$ cat config.mk
export PLATFORM = sky130hd
export DESIGN_NAME = pipe_control_unit
export DESIGN_NICKNAME = d
export VERILOG_FILES = /design/src/rtl/pipe_control_unit.sv
export SDC_FILE = /design/constraint.sdc
export NUM_CORES = 1
export LEC_CHECK = 0
export ABC_AREA = 1
export BUFFER_PORTS_ARGS = -buffer_cell sky130_fd_sc_hd__buf_4
export CORE_MARGIN = 8
export CORE_UTILIZATION = 46
export DETAILED_ROUTE_END_ITERATION = 12
export PLACE_DENSITY = 0.77
export SLEW_MARGIN = 20
export SYNTH_ARGS = -nofsm -noshare
export SYNTH_HDL_FRONTEND = slang
export SYNTH_SLANG_ARGS = --single-unit
$ cat constraint.sdc
create_clock -name clk -period 2.2 [get_ports clk]
set_clock_uncertainty 0.15 [all_clocks]
set_input_delay 0.22 -clock clk [delete_from_list [all_inputs] [get_ports clk]]
set_output_delay 0.22 -clock clk [all_outputs]
set_load 0.02 [all_outputs]
$ cat src/rtl/pipe_control_unit.sv
// rtl/pipe_control_unit.sv - ID-stage decode, ID/EX control register, load-use stall and redirect flush sequencing
module pipe_control_unit #(
   parameter int ALU_OP_W     = 4,
   parameter int ENABLE_AUIPC = 1,
   parameter int FLUSH_CYCLES = 2,
   parameter int REG_ADDR_W   = 5
) (
   input  logic                  clk,
   input  logic                  reset,
   input  logic [6:0]            OP_i,
   input  logic [REG_ADDR_W-1:0] Rs1_i,
   input  logic [REG_ADDR_W-1:0] Rs2_i,
   input  logic [REG_ADDR_W-1:0] Rd_i,
   input  logic                  Redirect_i,
   output logic                  Stall_o,
   output logic                  Flush_o,
   output logic                  EX_Valid_o,
   output logic [REG_ADDR_W-1:0] EX_Rd_o,
   output logic                  EX_Jalr_o,
   output logic                  EX_Jal_o,
   output logic                  EX_Branch_o,
   output logic                  EX_Mem_to_Reg_o,
   output logic                  EX_Reg_Write_o,
   output logic                  EX_Mem_Read_o,
   output logic                  EX_Mem_Write_o,
   output logic                  EX_ALU_Src_o,
   output logic [ALU_OP_W-1:0]   EX_ALU_Op_o,
   output logic                  EX_Illegal_o
);

   localparam logic [2:0] CNT_LOAD = 3'(FLUSH_CYCLES - 1);

   // {Jalr, Jal, Branch, MemToReg, RegWr, MemRd, MemWr, ALUSrc}
   logic [7:0]          dec_ctrl;
   logic [ALU_OP_W-1:0] dec_op;
   logic                dec_illegal;
   logic                uses_rs1;
   logic                uses_rs2;
   logic                hazard;
   logic [2:0]          cnt;

   // Opcode decode of the instruction currently sitting in ID
   always_comb begin
      dec_ctrl    = 8'b0000_0000;
      dec_op      = '0;
      dec_illegal = 1'b0;
      uses_rs1    = 1'b0;
      uses_rs2    = 1'b0;
      case (OP_i)
         7'b0110011: begin dec_ctrl = 8'b0000_1000; dec_op = ALU_OP_W'(4'd0); uses_rs1 = 1'b1; uses_rs2 = 1'b1; end
         7'b0010011: begin dec_ctrl = 8'b0000_1001; dec_op = ALU_OP_W'(4'd1); uses_rs1 = 1'b1; end
         7'b0110111: begin dec_ctrl = 8'b0000_1001; dec_op = ALU_OP_W'(4'd2); end
         7'b1100011: begin dec_ctrl = 8'b0010_0000; dec_op = ALU_OP_W'(4'd3); uses_rs1 = 1'b1; uses_rs2 = 1'b1; end
         7'b0100011: begin dec_ctrl = 8'b0000_0011; dec_op = ALU_OP_W'(4'd4); uses_rs1 = 1'b1; uses_rs2 = 1'b1; end
         7'b0000011: begin dec_ctrl = 8'b0001_1101; dec_op = ALU_OP_W'(4'd5); uses_rs1 = 1'b1; end
         7'b1101111: begin dec_ctrl = 8'b0110_1001; dec_op = ALU_OP_W'(4'd6); end
         7'b1100111: begin dec_ctrl = 8'b1110_1001; dec_op = ALU_OP_W'(4'd7); uses_rs1 = 1'b1; end
         7'b0010111: begin
            if (ENABLE_AUIPC != 0) begin
               dec_ctrl = 8'b0000_1001;
               dec_op   = ALU_OP_W'(4'd8);
            end else begin
               dec_illegal = 1'b1;
            end
         end
         default: dec_illegal = 1'b1;
      endcase
   end

   // Load-use hazard against the load now in EX; x0 is never a real dependency
   always_comb begin
      hazard = EX_Valid_o & EX_Mem_Read_o & (EX_Rd_o != '0) &
               ((uses_rs1 & (Rs1_i == EX_Rd_o)) | (uses_rs2 & (Rs2_i == EX_Rd_o)));
   end

   assign Flush_o = Redirect_i | (cnt != 3'd0);
   assign Stall_o = hazard & ~Flush_o;

   // Flush counter: a redirect (re)loads it, otherwise it drains to zero
   always_ff @(posedge clk or negedge reset) begin
      if (!reset) begin
         cnt <= 3'd0;
      end else if (Redirect_i) begin
         cnt <= CNT_LOAD;
      end else if (cnt != 3'd0) begin
         cnt <= cnt - 3'd1;
      end
   end

   // ID/EX control register: bubble on flush or stall, else the decoded bundle
   always_ff @(posedge clk or negedge reset) begin
      if (!reset) begin
         EX_Valid_o      <= 1'b0;
         EX_Illegal_o    <= 1'b0;
         EX_Rd_o         <= '0;
         EX_ALU_Op_o     <= '0;
         {EX_Jalr_o, EX_Jal_o, EX_Branch_o, EX_Mem_to_Reg_o,
          EX_Reg_Write_o, EX_Mem_Read_o, EX_Mem_Write_o, EX_ALU_Src_o} <= 8'b0;
      end else if (Flush_o || Stall_o) begin
         EX_Valid_o      <= 1'b0;
         EX_Illegal_o    <= 1'b0;
         EX_Rd_o         <= '0;
         EX_ALU_Op_o     <= '0;
         {EX_Jalr_o, EX_Jal_o, EX_Branch_o, EX_Mem_to_Reg_o,
          EX_Reg_Write_o, EX_Mem_Read_o, EX_Mem_Write_o, EX_ALU_Src_o} <= 8'b0;
      end else begin
         EX_Valid_o      <= 1'b1;
         EX_Illegal_o    <= dec_illegal;
         EX_Rd_o         <= Rd_i;
         EX_ALU_Op_o     <= dec_op;
         {EX_Jalr_o, EX_Jal_o, EX_Branch_o, EX_Mem_to_Reg_o,
          EX_Reg_Write_o, EX_Mem_Read_o, EX_Mem_Write_o, EX_ALU_Src_o} <= dec_ctrl;
      end
   end

endmodule

==> summary.md <==
| Metric | Value |
|---|---|
| Final wirelength | between 2 and 3 mm |
| Crit path required time | 1830 ps |
| Synth warn | 0 |
| Max Cap Viol | 0 |
| Reg2reg setup slack | 600 ps |
| CP arrival | 1600 ps |
| Slew margin rel. | about four fifths |
| Setup TNS | 0 ps |
| Drt pass-1 iters | 5 |
| Post-Synthesis Net Count | 163 |
| Crit Path Category | flip-flop to output pin |
| Cell breakdown of the critical path | inv_1, ha_1, ha_1, inv_1, nor2_1, inv_1, nor2_1, buf_4 |
| Global-route layer with the greatest usage | met2 |
| Met3 Use GR | 3.44% |
| Syn_area_per_cell | 7.96 um^2 |
| CP max FO | 5 |
| Antenna diodes | 0 |
| Via count | slightly above 1k |
| Slowest-stage cell, CP | dfrtp_1 |
| Critical Path Source Type | flip-flop |
| Initial core utilization | 48.9% |
| Synth area leaders | dfrtp_1 (49%), nor2_1 (12%), inv_1 (8.0%) |
| IO buf count | 45 |
| Final setup violation count | 0 |
| CTS Hold Buffers Added | 6 |
| PD cells | 632 mW/mm^2 |
| Rows | 17 |
| Endpoints failing hold | 0 |
| Seq/Total Area, Yosys | 48.6% |
| Number of synthesized flops with an enable pin | 0 |
| CTS buffer count | 3 |
| Largest net degree at the start of global routing | 22 |
| Layout Nets | 219 |
| Ratio of cells with drive above 1 in the final layout | between 20% and 30% |
| H-tree lvl count | 1 |
| DRC viols | 0 |
| Post-DP HPWL | 2.06 mm |
| Core area | 0.00221 mm^2 |
| Cell with the most instances after synthesis | nor2_1 |
| Worst min path class | input port to flip-flop |
| Worst Max-Slew Pin Slew | 326 ps |
| GR Util met2 | 23.2% |
| Buffers & Inverters on Critical Path | 4 |
| Clk buf depth | 2 |
| CTS tree | built |
| GRT overflow | 0 |
| Post-synth top area cell | dfrtp_1 |
| Largest stage delay, worst path | ~400 ps |
| Placer Congestion | around 0.82 |
| Fmax | between 0.5 and 0.6 GHz |
| Synth cell types | 22 |
| First-pass GRT wire length | between 4 and 5 mm |
| Routed len/inst | 12.0 um |
| Post-synth top flop | dfrtp_1 |
| Met1 Track Usage GR | 13.5% |
| GRT Util Overall | 12.9% |
| Chip width | about 65 um |
| Drt via density | 4.66 |
| Minimum clock period after layout | 1970 ps |
| Die area | 0.00416 mm^2 |
| Utilization after layout | 69.6% |
| Sequential Area | 526 um^2 |
| Top cell family by delay on the critical path | flip-flops |
| Fillers | 188 |
| Tcrit/Tclk final | 89.3% |
| Vias in the first global route | 1028 |
| Top cell by count, worst path | inv_1 |
| Clock Latency Late Sink | ~290 ps |
| Ys async rst share | 100% |
| CTS resizes | 0 |
| Synthesized area | 0.00108 mm^2 |
| Status | finished clean |
| Die height | between 60 and 70 um |
| Area Growth Syn to Fin | 42.3% |
| Leakage Power | 0.000865 uW |
| I/O pins | between 40 and 50 |
| Clk Tree Root Cell | clkbuf_4 |
| Setup Buffers After CTS | 0 |
| Synth Instances | 136 |
| Multi-input gate area | 448 um^2 |
| Starting DRT DRC Count | 19 |
| Clock sink total | 21 |
| Clock-pin slew on the worst setup and hold paths | 100 ps |
| Final slew viol count | 0 |
| Worst setup EP type | output pin |
| Yosys top cell area share | 48.6% |
| Routed Antenna Nets | 0 |
| RSZ-0062 raised after global routing | false |
| Commonest cells in the netlist | nor2_1 (36), inv_1 (23), dfrtp_1 (21) |
| Peak supply drop | 0.000346 V |
| Synth Register Bits | 21 |
| Initial antenna violation count | 0 |
[cells by family after synthesis]
| family | share of synthesized area (%) |
|---|---|
| adders and majority gates | 2.31 |
| xor gates and xnor gates | 6.47 |
| DFF | 48.6 |
| AOI/OAI and AO/OA | 4.51 |
| buffers and inverters | 10.1 |
| and+or+nand+nor | 28.1 |
[registers in the layout (all words and copies together) (netlist names)]
name / flops
EX_ALU_Op_o: 4
EX_ALU_Src_o: 1
EX_Branch_o: 1
EX_Illegal_o: 1
EX_Jal_o: 1
EX_Jalr_o: 1
EX_Mem_Read_o: 1
EX_Mem_Write_o: 1
EX_Rd_o: 5
EX_Reg_Write_o: 1
EX_Valid_o: 1
cnt: 3
[power by group]
part           internal (uW)  switching (uW)  leakage [uW]
Sequential               432            32.3      0.000287
Combinational            150             182      0.000563
Clock                   70.4             107     0.0000150
Total                    652             321      0.000865
[cell usage in the layout (no fill, tap or decap)]
cell / count
buf_4: 46
a21oi_1: 3
xnor2_1: 4
ha_1: 2
or2_1: 1
nor2_1: 36
xor2_1: 4
nand4_1: 3
o21ai_0: 2
clkbuf_4: 3
o31ai_1: 2
or2_0: 1
nand2_4: 1
dfrtp_1: 21
nor3_1: 3
nand2_2: 1
o21ai_2: 1
nor3b_1: 1
nand3_1: 6
inv_2: 1
nand2_1: 18
inv_1: 23
dlygate4sd3_1: 7
clkbuf_1: 1
[cell type report]
cell class	instances	area share [%]
sequential	21	34.1
multi-input combinational	89	29.1
timing repair buffer	53	27.0
inverter	24	5.85
tap	28	2.27
clock buffer	4	1.71
[metal layers]
| metal | up-vias | routed length (um) |
|---|---|---|
| met3 | 6 | 189 |
| li1 | 520 | - |
| met5 | - | 0 |
| met2 | 39 | 1290 |
| met1 | 456 | 1080 |
| met4 | 0 | 74 |
[worst reg2reg max path, stage by stage (launching register included)]
cell     delay (ps)
dfrtp_1         400
inv_1            60
ha_1            140
ha_1            220
inv_1            60
nor2_1          110
buf_4           150
nand2_4         120
nor2_1          120
[path summary, 6_finish.rpt]
kind,startpoint,endpoint,depth (start not counted)
hold reg to reg,cnt[0],cnt[0],1
max in group asynchronous,reset,EX_Rd_o[4],2
hold / removal,OP_i[4],EX_Mem_Read_o,4
min in group asynchronous,reset,EX_ALU_Op_o[0],2
setup reg to reg,cnt[0],EX_Rd_o[3],8
setup / recovery,cnt[0],Stall_o,8
[through the flow]
stage / instances / hold WS (ps) / total power [uW] / setup WS, ps / cell area, um^2
6_report: 219 / 112 / 973 / 235 / 1540
2_1_floorplan: 136 / -226 / 669 / 266 / 1080
3_3_place_gp: 208 / -43.8 / 782 / 541 / 1440
3_5_place_dp: 208 / -33.4 / 798 / 491 / 1440
4_1_cts: 218 / 0.801 / 982 / 219 / 1530
5_1_grt: 219 / 114 / 1050 / 61.2 / 1540
Power figures use the tool's default switching activity.
